$ cat src/rtl/imp_axis_seq_divider.sv
// imp_axis_seq_divider
// Sequential unsigned radix-2 restoring divider with AXI-Stream-style
// dividend, divisor and result channels. One quotient bit is produced per
// clock, and each operand channel has a one-entry buffer so that the next
// pair can be accepted while the current division is still running.

module imp_axis_seq_divider #(
    parameter int DIVIDEND_W = 18,
    parameter int DIVISOR_W  = 4
) (
    input  logic                              i_clk,
    input  logic                              i_rst,
    input  logic                              i_dividend_tvalid,
    output logic                              o_dividend_tready,
    input  logic [DIVIDEND_W-1:0]             i_dividend_tdata,
    input  logic                              i_divisor_tvalid,
    output logic                              o_divisor_tready,
    input  logic [DIVISOR_W-1:0]              i_divisor_tdata,
    output logic                              o_dout_tvalid,
    input  logic                              i_dout_tready,
    output logic [DIVIDEND_W+DIVISOR_W-1:0]   o_dout_tdata,
    output logic                              o_dout_tuser
);

    localparam int CNT_W = $clog2(DIVIDEND_W + 1);

    typedef enum logic [1:0] {
        IDLE,
        CALC,
        OUT
    } state_t;

    state_t                            r_state;

    // Operand buffers: one entry per channel, each with its own full flag.
    logic [DIVIDEND_W-1:0]             r_dividendBuf;
    logic                              r_dividendFull;
    logic [DIVISOR_W-1:0]              r_divisorBuf;
    logic                              r_divisorFull;

    // Working registers for the division in flight. The partial remainder is
    // always strictly below the divisor, so DIVISOR_W bits hold it; the extra
    // bit needed for the trial subtraction exists only in the shifted value.
    logic [DIVISOR_W-1:0]              r_rem;
    logic [DIVIDEND_W-1:0]             r_quo;
    logic [DIVISOR_W-1:0]              r_divisor;
    logic [CNT_W-1:0]                  r_count;

    // Registered result channel.
    logic                              r_doutValid;
    logic [DIVIDEND_W+DIVISOR_W-1:0]   r_doutData;
    logic                              r_doutUser;

    logic                              w_dividendFire;
    logic                              w_divisorFire;
    logic                              w_pairReady;
    logic                              w_doutFire;
    logic                              w_load;
    logic                              w_lastIter;
    logic [DIVISOR_W:0]                w_shifted;
    logic [DIVISOR_W:0]                w_trial;
    logic                              w_trialNeg;
    logic [DIVISOR_W-1:0]              w_nextRem;
    logic [DIVIDEND_W-1:0]             w_nextQuo;

    // Ready depends only on registered full flags, never on any tvalid.
    assign o_dividend_tready = !r_dividendFull;
    assign o_divisor_tready  = !r_divisorFull;
    assign o_dout_tvalid     = r_doutValid;
    assign o_dout_tdata      = r_doutData;
    assign o_dout_tuser      = r_doutUser;

    assign w_dividendFire = i_dividend_tvalid && !r_dividendFull;
    assign w_divisorFire  = i_divisor_tvalid && !r_divisorFull;
    assign w_pairReady    = r_dividendFull && r_divisorFull;
    assign w_doutFire     = r_doutValid && i_dout_tready;

    // A new pair is taken either from IDLE or on the edge the current result
    // is accepted; both cases use the registered full flags, so an operand
    // arriving on the same edge is only picked up one edge later.
    assign w_load = w_pairReady &&
                    ((r_state == IDLE) || ((r_state == OUT) && w_doutFire));

    assign w_lastIter = (r_count == CNT_W'(DIVIDEND_W - 1));

    // One restoring step: bring down the next dividend bit and try to
    // subtract the divisor. The top bit of the trial is its sign because the
    // shifted value is always below twice the divisor.
    assign w_shifted  = {r_rem, r_quo[DIVIDEND_W-1]};
    assign w_trial    = w_shifted - {1'b0, r_divisor};
    assign w_trialNeg = w_trial[DIVISOR_W];
    assign w_nextRem  = w_trialNeg ? w_shifted[DIVISOR_W-1:0] : w_trial[DIVISOR_W-1:0];
    assign w_nextQuo  = {r_quo[DIVIDEND_W-2:0], !w_trialNeg};

    // Dividend buffer: filled by a handshake, emptied when the FSM loads it.
    always_ff @(posedge i_clk) begin
        if (i_rst) begin
            r_dividendFull <= 1'b0;
            r_dividendBuf  <= '0;
        end else if (w_dividendFire) begin
            r_dividendFull <= 1'b1;
            r_dividendBuf  <= i_dividend_tdata;
        end else if (w_load) begin
            r_dividendFull <= 1'b0;
        end
    end

    // Divisor buffer: filled by a handshake, emptied when the FSM loads it.
    always_ff @(posedge i_clk) begin
        if (i_rst) begin
            r_divisorFull <= 1'b0;
            r_divisorBuf  <= '0;
        end else if (w_divisorFire) begin
            r_divisorFull <= 1'b1;
            r_divisorBuf  <= i_divisor_tdata;
        end else if (w_load) begin
            r_divisorFull <= 1'b0;
        end
    end

    // Division FSM: load a pair, iterate one quotient bit per clock, then
    // hold the registered result until the consumer takes it.
    always_ff @(posedge i_clk) begin
        if (i_rst) begin
            r_state     <= IDLE;
            r_rem       <= '0;
            r_quo       <= '0;
            r_divisor   <= '0;
            r_count     <= '0;
            r_doutValid <= 1'b0;
            r_doutData  <= '0;
            r_doutUser  <= 1'b0;
        end else if (w_load) begin
            r_rem       <= '0;
            r_quo       <= r_dividendBuf;
            r_divisor   <= r_divisorBuf;
            r_count     <= '0;
            r_doutValid <= 1'b0;
            if (r_divisorBuf == '0) begin
                // Zero divisor skips the iterations; the fixed result is
                // captured now and presented after one settle cycle in OUT.
                r_state    <= OUT;
                r_doutData <= {r_dividendBuf[DIVISOR_W-1:0], {DIVIDEND_W{1'b1}}};
                r_doutUser <= 1'b1;
            end else begin
                r_state <= CALC;
            end
        end else begin
            case (r_state)
                IDLE: begin
                    r_state <= IDLE;
                end
                CALC: begin
                    r_rem   <= w_nextRem;
                    r_quo   <= w_nextQuo;
                    r_count <= r_count + CNT_W'(1);
                    if (w_lastIter) begin
                        r_state     <= OUT;
                        r_doutValid <= 1'b1;
                        r_doutData  <= {w_nextRem, w_nextQuo};
                        r_doutUser  <= 1'b0;
                    end
                end
                OUT: begin
                    if (!r_doutValid) begin
                        r_doutValid <= 1'b1;
                    end else if (i_dout_tready) begin
                        r_doutValid <= 1'b0;
                        r_state     <= IDLE;
                    end
                end
                default: begin
                    r_state     <= IDLE;
                    r_doutValid <= 1'b0;
                end
            endcase
        end
    end

endmodule

$ cat config.mk
export PLATFORM = sky130hd
export DESIGN_NAME = imp_axis_seq_divider
export DESIGN_NICKNAME = d
export VERILOG_FILES = /design/src/rtl/imp_axis_seq_divider.sv
export SDC_FILE = /design/constraint.sdc
export NUM_CORES = 1
export LEC_CHECK = 0
export CAP_MARGIN = 30
export CORE_MARGIN = 1
export CORE_UTILIZATION = 50
export CTS_BUF_LIST = sky130_fd_sc_hd__clkbuf_8 sky130_fd_sc_hd__clkbuf_16
export DETAILED_ROUTE_END_ITERATION = 8
export GPL_TIMING_DRIVEN = 0
export PLACE_DENSITY = 0.82
export SLEW_MARGIN = 0
export SYNTH_ARGS = -nofsm -noshare
export SYNTH_HDL_FRONTEND = slang
export SYNTH_SLANG_ARGS = --single-unit
export TNS_END_PERCENT = 30
$ cat constraint.sdc
create_clock -name i_clk -period 3.9 [get_ports i_clk]
set_input_delay 0.78 -clock i_clk [delete_from_list [all_inputs] [get_ports i_clk]]
set_output_delay 0.78 -clock i_clk [all_outputs]
set_load 0.005 [all_outputs]
Word level (Yosys, flattened, before mapping)
Index checks and enable logic that the tools add are counted.
- flip-flop bits (word level): 81
- input port bits: 27
- output and inout bits: 26
- logic and storage cells: 67
- add/subtract/negate cells: 2
- equality and inequality tests: 8
- mux-type cells: 24
- bitwise gates (word level): 1
- reductions and logical operators: 20
- operators by type and width (operator ; count):
    two-way mux 22 bit ; 4
    two-way mux 18 bit ; 2
    two-way mux 1 bit ; 10
    two-way mux 2 bit ; 5
    != test 3 bit, second input constant ; 3
    nonzero test 2 bit ; 4
    logical AND 1 bit ; 6
    AND reduction 3 bit ; 2
    adder 5 x 1 -> 5 bit, second input constant ; 1
    equality test 5 bit, second input constant ; 1
    subtractor 5 x 4 -> 5 bit ; 1
    logical NOT 4 bit ; 1
    two-way mux 4 bit ; 1
    one-hot mux 2 bit (2 select lines) ; 1
    logical NOT 1 bit ; 3
    one-hot mux 1 bit (3 select lines) ; 1
    equality test 2 x 1 -> 1 bit, second input constant ; 1
    equality test 2 bit, second input constant ; 1
    logical NOT 2 bit ; 1
    != test 2 x 1 -> 1 bit, second input constant ; 1
    != test 2 bit, second input constant ; 1
    AND reduction 2 bit ; 1
    OR reduction 2 bit ; 1
    logical OR 1 bit ; 1
    NOT 1 bit ; 1

Depth between registers and ports, before layout
Gate-level depths: netlist of the first run.
- depth in word-level cells: 6
- depth in mapped cells: 10
- gate-level depth less buffers: 9

Least setup slack after synthesis of the first run
OpenSTA, ideal clock, no wires.
- path kind: input-to-reg
- start: in i_dout_tready
- end: reg r_doutData[21] (netlist: o_dout_tdata[21])
- library setup time: 138 ps
- arrival time: 1945 ps
- required time: 3762 ps
- path slack: 1817 ps
- cell stages on the path: 7
- buffers on the path: 2
- cells stage by stage: a31oi_1 or2_1 buf_2 a31oi_4 buf_6 a31oi_1 o41ai_1
- longest elaborated chain between the ends: 6
- elaborated cells on any way between the ends: 9
- classes of those cells: 1 x eq/ne; 1 x mux; 7 x reduce/logical
- RTL lines (element ; line ; RTL):
    start: declaration ; 20 ; input logic i_dout_tready,
    logical AND 1 bit (*) ; 76 ; assign w_doutFire = r_doutValid && i_dout_tready;
    logical AND 1 bit (*) ; 82 ; ((r_state == IDLE) || ((r_state == OUT) && w_doutFire));
    logical OR 1 bit (*) ; 82 ;
    logical AND 1 bit (*) ; 81 ; assign w_load = w_pairReady &&
    != test 2 x 1 -> 1 bit (no line) or nonzero test 2 bit (tied branches) ; - ;
    AND reduction 3 bit (no line) ; - ;
    end signal: assignment ; 143 ; r_doutData <= {r_dividendBuf[DIVISOR_W-1:0], {DIVIDEND_W{1'b1}}};
    end signal: assignment ; 160 ; r_doutData <= {w_nextRem, w_nextQuo};
    end: declaration ; 51 ; logic [DIVIDEND_W+DIVISOR_W-1:0] r_doutData;
Mark *: on every way between the ends. The rest lies on a longest branch, timed or not.
A chain may end at the register's enable or synchronous reset.

Worst setup path in the final report of the first run
- start: in i_dout_tready
- end: reg r_doutData[20] (netlist: o_dout_tdata[20])
The elaborated chain is that of the path after synthesis.

==> results.md, run 1 <==
* Final nets at 509
* Gr ovfl total at 0
* Final instance area at between 0.004 and 0.005 sq mm
* Dpl hpwl at between 6000 and 7000 microns
* Worst hold path type: reg2reg
* Initial DRC count at 124
* Clock Path Buffers at 2
* Critical Path, Cell by Cell: clkdlybuf4s50_1 -> a31oi_1 -> nor2_1 -> buf_2 -> nand2_1 -> a31oi_1
* Total routing usage reported by global routing at 0.2313
* Final core occ at 0.6341
* Most common cell after layout, fill and taps aside: dfxtp_1
* IO buf count at between 50 and 60
* Maximum vdd drop at between 0.2 and 0.25 mV
* DR vias at approximately 3000
* 1st-pass router iterations at 4
* DRT antenna net count at 0
* Combinational share of power at 0.140
* DR vias/cell at approximately 5.3
* RePlAce Congestion at roughly 0.84
* Synth Instances at between 400 and 500
* Total routed wirelength at ~8400 microns
* Clock H-tree levels at 3
* Post-cts sizing count at 0
* Metal1 wirelength at between 3000 and 4000 microns
* Internal power at between 1000 and 1500 uW
* Pin count of the biggest net entering global routing at 14
* Slowest-stage cell, CP: nor2_1
* Final Hold Viols at 0
* MaxCap Viol Count at 0
* Metal2 WL at 4038 microns
* Dpl cells at 560
* NetSw at 466.4 uW
* Post-synthesis sequential area ratio at 0.4303
* Max-slew headroom at 0.5676
* Layout cells sized above 1 at 0.1887
* Clock skew at 7.177 ps
* Worst Path Max Fanout at 10
* Initial antenna violation count at 0
* Total cell area at the placement stage at 0.004403 sq mm
* Setup violations, final at 0
* Synth warnings at 0
* Final period utilization at 0.6275
* Post-CTS Setup Inserts at 0
* Uppermost layer routed: met4
* WP data required at around 4200 ps
* Setup_tns at 0 ps
* Flop pwr share at 0.512
* Number of global-route vias before repair at between 2000 and 3000
* Post-synthesis sequential element count at slightly above 80
* Worst Path Class, Setup: in2reg
* Io pins at between 50 and 60
* Synth-to-layout area growth at 22.05%
* Startpoint types: input port
* Worst-path clk slew at roughly 80 ps
* Die area at slightly below 0.008 sq mm
* Initial core utilization at 0.5196
* Slew @ Worst Pin at between 600 and 700 ps
* Power Dens Cells at around 380 mW/mm^2
* Worst-Skew Late Latency at ~360 ps
* Post-route DRC at 0
* Cts hold-fix bufs at 0
* Synth Area per Inst at roughly 9.2 sq um
* Minimum clock period at roughly 2400 ps
* Die X at ~89 microns
* Clock Sinks at 81
* Achievable Freq at 408.6 MHz
* Die H at 88.82 microns
* CTS tree: built
* Worst path most repeated cell: a31oi_1
* Top-area cell type share of the netlist area at 0.4303
* RSZ-0062 raised after global routing: false
* Area leader, netlist: dfxtp_1
* CTS Buf Count at 9
* Distinct cells, synth at 46
* Non-filler cells, final at between 500 and 600
* Crit path DAT at between 2000 and 3000 ps
* Post-Syn Area at ~0.0038 sq mm
* Sw Ratio at 0.2653
* First-pass GRT wire length at around 14000 microns
* Antenna cells at 0
* WL met3 at 422 microns
* Core box area at around 0.0073 sq mm
* Static Leakage at approximately 0.0017 uW
* Syn Nets at about 450
* Slew Viols, Final at 0
* Top cells by area, synth: dfxtp_1 (43%), nor3_2 (9.3%), mux2i_1 (6.1%)
* WL/cell at about 15 microns
* Part of the power in the clock network at 0.348
* Most frequent cells in the layout: dfxtp_1 (81), nand2_1 (54), clkdlybuf4s50_1 (51), nor2_1 (42), nor3_2 (35)
* Worst Setup End Kind: flop
* CP max stage delay at approximately 550 ps
* FP Rows at 31
* Root Buffer: clkbuf_8
* Status: completed
## flip-flops by register name, indices dropped and copies added (netlist names)
register        cells
r_rem               4
r_count             5
o_dout_tdata       22
o_dout_tuser        1
r_dividendFull      1
r_divisorFull       1
r_quo              18
r_dividendBuf      18
r_divisor           4
o_dout_tvalid       1
r_divisorBuf        4
r_state             2
## stage by stage
step                      setup WS, ps  power [uW]  hold WS (ps)
final                             1453        1758         461.6
after global routing              1356        1825         480.7
after CTS                         1482        1766         459.3
after detailed placement          1137        1164         447.4
after global placement            1146        1154         442.7
after floorplan                   1817        1067         436.3
## worst paths after layout
check	start	slack (ps)	depth (start not counted)	endpoint
setup / recovery	i_dout_tready	1450	6	o_dout_tdata[20]$_SDFFE_PP0P_
hold / removal	r_dividendBuf[4]$_SDFFE_PP0P_	460	2	r_dividendBuf[4]$_SDFFE_PP0P_
setup reg to reg	r_state[0]$_SDFFE_PP0P_	1680	9	o_dout_tdata[21]$_SDFFE_PP0P_
hold reg to reg	r_dividendBuf[4]$_SDFFE_PP0P_	460	2	r_dividendBuf[4]$_SDFFE_PP0P_
## per-layer routing
metal / vias to the layer above / GRT usage
li1: 1536 / -
met3: 14 / 0.04291
met1: 1408 / 0.2951
met4: 0 / 0.09971
met5: - / 0
met2: 74 / 0.3832
## critical path: cells and delay by family
family	cells	cell delay, ps
AND/OR/NAND/NOR	2	710
AO/OA/AOI/OAI	2	350
buffers and inverters	2	890
## Yosys cell counts (all sizes together)
master   instances
xnor2            3
dfxtp           81
a31o             1
xor2             4
a22oi            3
nor2            60
ha               9
mux2i           23
o41ai            1
a211o            1
nand4bb          1
and4             3
a21boi           1
nor2b            2
nand2           54
nand3            3
a311oi           1
a21o             2
or2              1
and2             1
a31oi            5
o21ai            3
nand4            2
inv             12
buf             16
nor3            38
clkbuf          14
nand2b           4
mux2             1
or4              1
a211oi          25
a21oi           33
fa               1
## layout make-up
| cell class | instances | area, sq um |
|---|---|---|
| buffer | 30 | 167.7 |
| clock buffer | 10 | 137.6 |
| clock inverter | 6 | 58.81 |
| fill | 619 | 2654 |
| inverter | 12 | 45.04 |
| multi-input combinational | 287 | 1934 |
| sequential | 81 | 1622 |
| tap | 99 | 123.9 |
| timing repair buffer | 51 | 510.5 |
## power by group through the flow
| stage | sequential (uW) | clock [uW] | combinational, uW |
|---|---|---|---|
| after floorplan | 912 | 0 | 156 |
| after global placement | 916 | 0 | 237 |
| after detailed placement | 919 | 0 | 245 |
| after CTS | 900 | 619 | 246 |
| after global routing | 905 | 649 | 271 |
| final | 900 | 612 | 245 |
## kinds of logic (layout without fill, tap and decap cells)
kind of cell / Yosys count / after routing / share of synthesized area
adders and majority gates: 10 / 10 / 0.03519
buffers and inverters: 42 / 109 / 0.05644
xor gates and xnor gates: 7 / 7 / 0.01826
muxes: 24 / 24 / 0.06408
AOI/OAI and AO/OA: 76 / 76 / 0.1355
and+or+nand+nor: 170 / 170 / 0.2603
DFF: 81 / 81 / 0.4303
(Power assumes the default switching activity.)
==> inputs of run 2 (changes only) <==
==> constraint.sdc (replaced) <==
create_clock -name i_clk -period 2.3 [get_ports i_clk]
set_input_delay 0.46 -clock i_clk [delete_from_list [all_inputs] [get_ports i_clk]]
set_output_delay 0.46 -clock i_clk [all_outputs]
set_load 0.005 [all_outputs]
==> run 2 against run 1 <==
Net effect: flip-flop and latch count did not move; non-clock buffer count did not move; first-iteration DRC count rose by 27%; routed wire length rose by 0.65%; register-to-register slack got worse by 1600 ps; worst hold slack got worse by 1.0 ps; count of clock-buffer cells in the layout did not move; setup slack got worse by 1300 ps; cell area rose by 1.0%; clock power rose by 68%; utilization rose by 0.66 points; clock skew barely moved; largest power group unchanged; highest routed layer unchanged.
==> results.md, run 2 (synthesis results as in run 1) <==
* Post-CTS Setup Inserts at 0 (unchanged)
* Layout cells sized above 1 at 0.1992 (was 0.1887)
* Hold depth at 2 (unchanged)
* Final nets at 509 (unchanged)
* FF-to-FF End: o_dout_tdata[21]$_SDFFE_PP0P_ (unchanged)
* Status: completed (unchanged)
* Pre-CTS WS at -142.7 ps (was 1137 ps)
* Worst Path Class, Setup: reg2reg (was in2reg)
* Achievable Freq at roughly 460 MHz
* Startpoint types: flop (was input port)
* Total routed wirelength at 8478 microns (was 8423 microns)
* Max reg flops at 22 (unchanged)
* Worst hold path type: reg2reg (unchanged)
* Synth-to-layout area growth at 23.31% (was 22.05%)
* Clock skew at 7.669 ps (was 7.177 ps)
* Root Buffer: clkbuf_8 (unchanged)
* Hold Path Sink: r_dividendBuf[4]$_SDFFE_PP0P_ (unchanged)
* CTS Buf Count at 9 (unchanged)
* Worst reg2reg path depth at 9 (unchanged)
* Pin count of the biggest net entering global routing at 14 (unchanged)
* Core box area at 0.007253 sq mm (unchanged)
* IO buf count at 51 (unchanged)
* Worst setup margin at 116.7 ps (was 1453 ps)
* Slew @ Worst Pin at 656.0 ps (was 646.2 ps)
* WP data required at 2530 ps (was 4190 ps)
* Gr ovfl total at 0 (unchanged)
* Slew Viols, Final at 0 (unchanged)
* Most frequent cells in the layout: dfxtp_1 (81), nand2_1 (54), clkdlybuf4s50_1 (51), nor2_1 (42), nor3_2 (35) (unchanged)
* WL/cell at 14.72 microns (was 14.62 microns)
* DR vias/cell at 5.257 (was 5.264)
* Max-slew headroom at 0.5611 (was 0.5676)
* CTS tree: built (unchanged)
* Clock H-tree levels at 3 (unchanged)
* Worst-path clk slew at 80 ps (about the same)
* Worst-Skew Late Latency at 360 ps (about the same)
* Number of global-route vias before repair at 2848 (unchanged)
* Maximum vdd drop at 0.3554 mV (was 0.2098 mV)
* DRT antenna net count at 0 (unchanged)
* Final instance area at 0.004647 sq mm (was 0.004599 sq mm)
* First-pass GRT wire length at 13620 microns (unchanged)
* Antenna cells at 0 (unchanged)
* Clock Sinks at 81 (unchanged)
* Minimum clock period at roughly 2200 ps
* Reg2reg setup slack at 120 ps (was 1680 ps)
* DR vias at 3028 (was 3032)
* Final period utilization at 0.9493
* Die H at 88.82 microns (unchanged)
* FP Rows at 31 (unchanged)
* Setup violations, final at 0 (unchanged)
* RePlAce Congestion at 0.8432 (unchanged)
* Final Hold Viols at 0 (unchanged)
* Die X at 88.82 microns (unchanged)
* Total cell area at the placement stage at 0.004403 sq mm (unchanged)
* Worst r2r src: r_state[0]$_SDFFE_PP0P_ (unchanged)
* Dpl hpwl at 6251 microns (unchanged)
* Initial core utilization at 0.5196 (unchanged)
* Initial antenna violation count at 0 (unchanged)
* Die area at 0.007888 sq mm (unchanged)
* RSZ-0062 raised after global routing: false (unchanged)
* Post-route DRC at 0 (unchanged)
* MaxCap Viol Count at 0 (unchanged)
* Most common cell after layout, fill and taps aside: dfxtp_1 (unchanged)
* Power Dens Cells at 642.8 mW/mm^2 (was 382.2 mW/mm^2)
* Crit path DAT at 2410 ps (was 2740 ps)
* Worst Setup End Kind: flop (unchanged)
* Worst Path Max Fanout at 10 (unchanged)
* 1st-pass router iterations at 4 (unchanged)
* Cts hold-fix bufs at 0 (unchanged)
* Worst hold start: r_dividendBuf[4]$_SDFFE_PP0P_ (unchanged)
* Io pins at 53 (unchanged)
* Total routing usage reported by global routing at 0.2313 (unchanged)
* Clock Path Buffers at 2 (unchanged)
* Initial DRC count at 158 (was 124)
* Hold slack at 460.6 ps (was 461.6 ps)
* Static Leakage at 0.001694 uW (was 0.001691 uW)
## run 2: cell types whose count changed in the layout (fill, tap and decap cells not counted), sizes merged
cell,previous run,this run
clkbuf,24,25
buf,16,15
## run 2: worst max-delay path by stage
stage,startpoint,endpoint,slack [ps],cells past startpoint
finish,r_state[0]$_SDFFE_PP0P_,o_dout_tdata[21]$_SDFFE_PP0P_,120,9
global route,r_state[0]$_SDFFE_PP0P_,o_dout_tdata[21]$_SDFFE_PP0P_,4,9
global placement,i_dout_tready,o_dout_tdata[20]$_SDFFE_PP0P_,-130,6
CTS,r_quo[17]$_SDFFE_PP0P_,o_dout_tdata[19]$_SDFFE_PP0P_,100,10
detailed placement,i_dout_tready,o_dout_tdata[20]$_SDFFE_PP0P_,-140,6
floorplan,r_quo[17]$_SDFFE_PP0P_,o_dout_tdata[21]$_SDFFE_PP0P_,370,10
## run 2: final cells by class
class / instances / area [sq um]
repair buffers: 51 / 510.5
fillers: 611 / 2606
clock inverters: 6 / 58.81
multi-input cells: 287 / 1979
flip-flops and latches: 81 / 1622
inverters: 12 / 45.04
well taps: 99 / 123.9
clock buffers: 10 / 137.6
plain buffers: 30 / 170.2
## run 2: worst max-delay path, cell delays in order (launching register included)
cell     delay, ps
dfxtp_1        380
inv_1           80
ha_1           220
a31oi_2        320
or2_1          150
buf_2          230
a31oi_4        160
buf_6          200
a31oi_1        220
o41ai_2        100
## run 2: layer usage
layer  GRT usage  routed length [microns]
met4     0.09971                      107
met2      0.3832                     4154
met5           0                        0
met1      0.2951                     3701
met3     0.04291                      515
## run 2: metrics by stage
| step | power [uW] | utilization | std cells | TNS, ps |
|---|---|---|---|---|
| after floorplan | 1810 | - | 410 | 0 |
| after global placement | 1956 | 0.6070 | 560 | -1690 |
| after detailed placement | 1973 | 0.6070 | 560 | -2775 |
| after CTS | 2994 | 0.6341 | 576 | 0 |
| after global routing | 3103 | 0.6407 | 576 | 0 |
| final | 2987 | 0.6407 | 576 | 0 |
## run 2: power breakdown
part | internal [uW] | total [uW] | switching (uW) | leakage [uW]
registers | 1470 | 1530 | 55.4 | 0.000659
clock network | 523 | 1030 | 512 | 0.0000995
logic | 201 | 425 | 224 | 0.000935
total | 2200 | 2990 | 792 | 0.00169
## run 2: repair_timing
item                       in CTS  in global routing
setup endpoints to repair       0                 12
hold endpoints to repair        0                  0
gates resized for setup         0                  8
